--- config.mk ---
export PLATFORM = sky130hd
export DESIGN_NAME = boot_rom_gen
export DESIGN_NICKNAME = d
export VERILOG_FILES = /design/src/rtl/boot_rom_pkg.sv /design/src/rtl/boot_rom_patch.sv /design/src/rtl/boot_rom_gen.sv
export SDC_FILE = /design/constraint.sdc
export NUM_CORES = 1
export LEC_CHECK = 0
export ABC_AREA = 0
export CAP_MARGIN = 30
export CORE_ASPECT_RATIO = 1.1
export CORE_MARGIN = 4
export CORE_UTILIZATION = 52
export CTS_CLUSTER_SIZE = 24
export DETAILED_ROUTE_END_ITERATION = 12
export PLACE_DENSITY = 0.77
export SYNTH_ARGS = -nofsm -noshare
export SYNTH_HDL_FRONTEND = slang
export SYNTH_SLANG_ARGS = --single-unit
--- constraint.sdc ---
create_clock -name clk -period 3.8 [get_ports clk]
set_clock_uncertainty 0.2 [all_clocks]
set_input_delay 0.76 -clock clk [delete_from_list [all_inputs] [get_ports clk]]
set_output_delay 0.76 -clock clk [all_outputs]
set_load 0.1 [all_outputs]
--- src/rtl/boot_rom_pkg.sv ---
// Boot ROM package: default geometry, opcode encodings and the constant boot image.
// The patch-slot feature is enabled by defining BOOTROM_PATCH_EN.
package boot_rom_pkg;

    localparam int DW_DEF    = 16;
    localparam int AW_DEF    = 3;
    localparam int IMAGE_LEN = 7;

    localparam logic [3:0] OP_JMP = 4'h1;
    localparam logic [3:0] OP_ADD = 4'h3;
    localparam logic [3:0] OP_OUT = 4'h4;
    localparam logic [3:0] OP_LDI = 4'hF;

    function automatic logic [15:0] rom_word(input logic [31:0] addr);
        logic [15:0] w;
        case (addr)
            32'd0:   w = {OP_LDI, 12'h200};
            32'd1:   w = {OP_OUT, 12'h000};
            32'd2:   w = {OP_LDI, 12'h800};
            32'd3:   w = {OP_JMP, 12'h007};
            32'd4:   w = {OP_LDI, 12'h400};
            32'd5:   w = {OP_ADD, 12'h008};
            32'd6:   w = {OP_OUT, 12'h000};
            default: w = 16'h0000;
        endcase
        return w;
    endfunction

endpackage

--- src/rtl/boot_rom_patch.sv ---
// Patch slots for the boot ROM: {valid, addr, data} per slot, lowest matching valid slot wins.
// Only instantiated when BOOTROM_PATCH_EN is defined.
module boot_rom_patch #(
    parameter int DW      = 16,
    parameter int AW      = 3,
    parameter int PATCH_N = 2,
    parameter int SW      = (PATCH_N > 1) ? $clog2(PATCH_N) : 1
) (
    input  logic          clk,
    input  logic          rst,
    input  logic          patch_we,
    input  logic [SW-1:0] patch_sel,
    input  logic [AW-1:0] patch_addr,
    input  logic [DW-1:0] patch_data,
    input  logic          patch_clr,
    input  logic [AW-1:0] rd_addr,
    output logic          hit,
    output logic [DW-1:0] hit_data
);

    logic [PATCH_N-1:0] valid_r;
    logic [AW-1:0]      slot_addr_r [PATCH_N];
    logic [DW-1:0]      slot_data_r [PATCH_N];

    // Slot storage: clear has priority over load; out-of-range selects are ignored.
    always_ff @(posedge clk or posedge rst) begin
        if (rst) begin
            valid_r <= '0;
            for (int i = 0; i < PATCH_N; i++) begin
                slot_addr_r[i] <= '0;
                slot_data_r[i] <= '0;
            end
        end else if (patch_clr) begin
            valid_r <= '0;
        end else if (patch_we && (int'(patch_sel) < PATCH_N)) begin
            valid_r[patch_sel]     <= 1'b1;
            slot_addr_r[patch_sel] <= patch_addr;
            slot_data_r[patch_sel] <= patch_data;
        end else begin
            valid_r <= valid_r;
        end
    end

    // Priority match: scan downward so the lowest index overwrites higher ones.
    always_comb begin
        hit      = 1'b0;
        hit_data = '0;
        for (int i = PATCH_N - 1; i >= 0; i--) begin
            if (valid_r[i] && (slot_addr_r[i] == rd_addr)) begin
                hit      = 1'b1;
                hit_data = slot_data_r[i];
            end else begin
                hit      = hit;
            end
        end
    end

endmodule

--- src/rtl/boot_rom_gen.sv ---
// Boot ROM with writable scratch words at the top of the address space, 1-cycle registered reads.
// Define BOOTROM_PATCH_EN to add the patch-slot ports and override logic.
module boot_rom_gen
    import boot_rom_pkg::*;
#(
    parameter int DW       = DW_DEF,
    parameter int AW       = AW_DEF,
    parameter int RW_WORDS = 1,
    parameter int PATCH_N  = 2
) (
    input  logic          clk,
    input  logic          rst,
    input  logic          cs,
    input  logic          we,
    input  logic [AW-1:0] addr,
    input  logic [DW-1:0] din,
    output logic [DW-1:0] dout,
    output logic          ack,
    output logic          err
`ifdef BOOTROM_PATCH_EN
    ,
    input  logic                                          patch_we,
    input  logic [((PATCH_N > 1) ? $clog2(PATCH_N) : 1)-1:0] patch_sel,
    input  logic [AW-1:0]                                 patch_addr,
    input  logic [DW-1:0]                                 patch_data,
    input  logic                                          patch_clr
`endif
);

    localparam int DEPTH     = 2 ** AW;
    localparam int ROM_WORDS = DEPTH - RW_WORDS;

    logic [DW-1:0] scratch_r [DEPTH];
    logic [DW-1:0] dout_r;
    logic          ack_r;
    logic          err_r;
    logic          is_rom_s;
    logic [DW-1:0] rd_data_s;
    logic          patch_hit_s;
    logic [DW-1:0] patch_data_s;

`ifdef BOOTROM_PATCH_EN
    boot_rom_patch #(
        .DW      (DW),
        .AW      (AW),
        .PATCH_N (PATCH_N)
    ) u_patch (
        .clk        (clk),
        .rst        (rst),
        .patch_we   (patch_we),
        .patch_sel  (patch_sel),
        .patch_addr (patch_addr),
        .patch_data (patch_data),
        .patch_clr  (patch_clr),
        .rd_addr    (addr),
        .hit        (patch_hit_s),
        .hit_data   (patch_data_s)
    );
`else
    assign patch_hit_s  = 1'b0;
    assign patch_data_s = '0;
`endif

    // Region decode and read mux: patch overrides ROM and scratch.
    always_comb begin
        is_rom_s  = (int'(addr) < ROM_WORDS);
        rd_data_s = '0;
        if (patch_hit_s) begin
            rd_data_s = patch_data_s;
        end else if (is_rom_s) begin
            rd_data_s = DW'(rom_word(32'(addr)));
        end else begin
            rd_data_s = scratch_r[addr];
        end
    end

    // Access registers: dout only moves on reads, ack/err are single-cycle pulses.
    always_ff @(posedge clk or posedge rst) begin
        if (rst) begin
            dout_r <= '0;
            ack_r  <= 1'b0;
            err_r  <= 1'b0;
            for (int i = 0; i < DEPTH; i++) begin
                scratch_r[i] <= '0;
            end
        end else begin
            ack_r <= cs;
            err_r <= cs & we & is_rom_s;
            if (cs && !we) begin
                dout_r <= rd_data_s;
            end else begin
                dout_r <= dout_r;
            end
            if (cs && we && !is_rom_s) begin
                scratch_r[addr] <= din;
            end else begin
                scratch_r[addr] <= scratch_r[addr];
            end
        end
    end

    assign dout = dout_r;
    assign ack  = ack_r;
    assign err  = err_r;

endmodule
==> impl_metrics.csv <==
group,metric,value,unit
power,vdd_drop_max,0.0002516,V
route,post_drt_wl_per_cell,15.53,µm
cts,postCtsHoldBufs,0,
placed_design,dp_cells,352,
critical_path,arrival,1.84,ns
critical_path,reg2reg_slack,2.37,ns
critical_path,worstPathMaxFanout,2,
floorplan,io_pins,41,
critical_path,crit_path_start_kind,"register",
critical_path,max_stage_delay,1.13,ns
yosys,ys_types,26,
placed_design,dpl.hpwl,4.012,mm
timing,worstMarginPinSlew,0.9700,ns
route,drc,0,
critical_path,worstReg2RegStart,"scratch_r[12]",
route,drt_iter0_drc,118,
cts,h-tree-depth,3,
yosys,ys_warn_count,0,
timing,max_slew_margin,0.3513,
floorplan,num_rows,30,
timing,fin_crit_sh,0.7373,
global_route,antenna_found_initial,0,
placed_design,place.gp.congestion,0.7347,
cts,numCtsBuffers,9,
outcome,status,"completed",
route,final_antenna_net_count,0,
timing,setup_ws,0.9982,ns
global_route,grt_max_degree,40,
yosys,syn_nets,315,
finish,fin_nets,306,
hold_path,min_to,"scratch_r[53]",
finish,antenna_cells,0,
yosys,seq_area_frac_synth,0.6061,
critical_path,critical_path.top_delay_family,"buffers and inverters",
cts,cts.sinks,82,
critical_path,crit_chain,"clkdlybuf4s50_1",
floorplan,dieWidth,84.94,µm
cts,ctsResizeCount,0,
timing,timing.hold.ws,0.1719,ns
timing,setup_violations,0,
route,firstDrtPassIters,4,
timing,finalSetupTns,0,ns
critical_path,critPathKind,"reg -> out",
global_route,grt_pass1_vias,1939,
route,totalWireLength,5.701,mm
floorplan,die_y,92.63,µm
hold_path,hp-class,"reg -> reg",
hold_path,min_path_cells,0,
placed_design,place_ws,1.052,ns
yosys,syn_area,3386,µm²
power,p_leak,1.793,nW
route,vias,1928,
yosys,netlist_instances,292,
cts,clockBufferDepth,2,
finish,final_cells,367,
timing,max_freq,356.9,MHz
critical_path,r2r_cells,3,
timing,fin_crit,2.802,ns
timing,rsz0062_at_grt,"false",
placed_design,port_buffers,40,
cts,cts_root_buffer,"clkbuf_8",
finish,nFillCells,500,
yosys,syn_avg_cell_area,11.60,µm²
critical_path,crit_path_end_kind,"primary output",
timing,hold_viol_final,0,
critical_path,regToRegEndpoint,"scratch_r[12]",
global_route,grt_pass1_wl,9.584,mm
critical_path,worst-path-buf-inv,1,
cts,postCtsSetupBuffers,0,
critical_path,slowest_stage,"clkdlybuf4s50_1",
global_route,track_usage,0.1594,
cts,clock_latency,0.35,ns
cts,tritoncts,"yes",
hold_path,min_from,"scratch_r[53]",
yosys,synth_seq_cells,82,
power,powerDensity,503.2,nW/µm²
finish,final-seq-area,2052,µm²
global_route,gr-total-overflow,0,
route,avgViaCountPerCell,5.253,
finish,multi_input_area,1032,µm²
floorplan,initial_core_util,0.5434,
finish,syn2layout_area_growth,13.64,%
run,maxCapViolations,0,
floorplan,core,6231,µm²
cts,clkSlewWorstSetupHoldPaths,0.08,ns
floorplan,die_area,7868,µm²
timing,finalMaxSlewViolations,0,
finish,drive_gt1_frac,0.09059,
critical_path,required,2.84,ns
-- flip-flops by register name, indices dropped and copies added, names as in the netlist --
register   cells
err            1
scratch_r     64
dout          16
ack            1
-- report_power, final --
| group | leakage (nW) | internal [mW] | switching [mW] |
|---|---|---|---|
| Clock | 0.106 | 0.353 | 0.287 |
| Combinational | 0.596 | 0.107 | 0.229 |
| Sequential | 1.09 | 0.922 | 0.0370 |
| Total | 1.79 | 1.38 | 0.554 |
-- metal layers --
layer	wire length, µm	track usage	up-vias
li1	-	-	941
met1	2593	0.2232	918
met2	2691	0.2330	52
met3	247	0.02580	17
met4	170	0.1003	0
met5	0	0	-
-- cells by family after synthesis --
family	Yosys count	synth area share
DFF	82	0.6061
and+or+nand+nor	85	0.1035
buffers and inverters	67	0.08906
muxes	18	0.1297
AOI/OAI and AO/OA	40	0.07169
-- cells in the mapped netlist --
| cell | count | area (µm²) |
|---|---|---|
| dfrtp_1 | 82 | 2052 |
| buf_2 | 6 | 30.03 |
| and2_1 | 1 | 6.260 |
| and3_1 | 2 | 12.51 |
| buf_4 | 1 | 7.510 |
| nand2b_1 | 1 | 6.260 |
| and3_4 | 1 | 11.26 |
| nor3b_1 | 1 | 7.510 |
| inv_1 | 2 | 7.510 |
| buf_6 | 5 | 56.30 |
| mux4_2 | 1 | 22.52 |
| a21oi_1 | 2 | 10.01 |
| nand2_1 | 56 | 210.2 |
| a31oi_1 | 17 | 106.4 |
| mux4_1 | 15 | 394.1 |
| o2bb2ai_1 | 1 | 8.760 |
| nand2_2 | 1 | 6.260 |
| o21ai_0 | 14 | 70.07 |
| nor2b_1 | 3 | 18.77 |
| clkbuf_2 | 1 | 5.000 |
| o31ai_1 | 4 | 30.03 |
| o211ai_1 | 1 | 7.510 |
| mux2_2 | 2 | 22.52 |
| nor2_1 | 19 | 71.32 |
| clkbuf_1 | 52 | 195.2 |
| a21bo_2 | 1 | 10.01 |
-- layout by cell type, fill, tap and decap left out, drive strengths merged, types with 2 or more instances in the layout --
cell type | Yosys | final
a31oi | 17 | 17
nand2 | 57 | 57
clkbuf | 53 | 13
o31ai | 4 | 4
clkdlybuf4s50 | 0 | 40
o21ai | 14 | 14
mux4 | 16 | 16
nor2 | 19 | 19
and3 | 3 | 3
dfrtp | 82 | 82
nor2b | 3 | 3
buf | 12 | 5
a21oi | 2 | 2
mux2 | 2 | 2
clkinv | 0 | 2
-- metrics by stage --
step / instance area, µm² / utilization / power, mW
2_1_floorplan: 3386 / - / 1.218
3_3_place_gp: 3623 / 0.5815 / 1.302
3_5_place_dp: 3643 / 0.5847 / 1.316
4_1_cts: 3847 / 0.6175 / 1.958
5_1_grt: 3847 / 0.6175 / 2.016
6_report: 3847 / 0.6175 / 1.936
-- how the worst max path moves through the flow --
stage	from	endpoint	slack, ns	cells after the start
floorplan	rst	ack	0.73	1
global placement	addr[1]	scratch_r[6]	1.13	5
CTS	dout[0]	dout[0]	0.96	1
detailed placement	addr[1]	scratch_r[1]	1.05	5
global route	dout[0]	dout[0]	0.94	1
finish	dout[5]	dout[5]	1.0	1
-- final cells by class --
type	count	area share
clock buffers	13	0.04390
multi-input cells	143	0.2683
inverters	2	0.002276
clock inverters	2	0.009106
flip-flops and latches	82	0.5333
repair buffers	45	0.1171
well taps	80	0.02602
(Power assumes the default switching activity.)
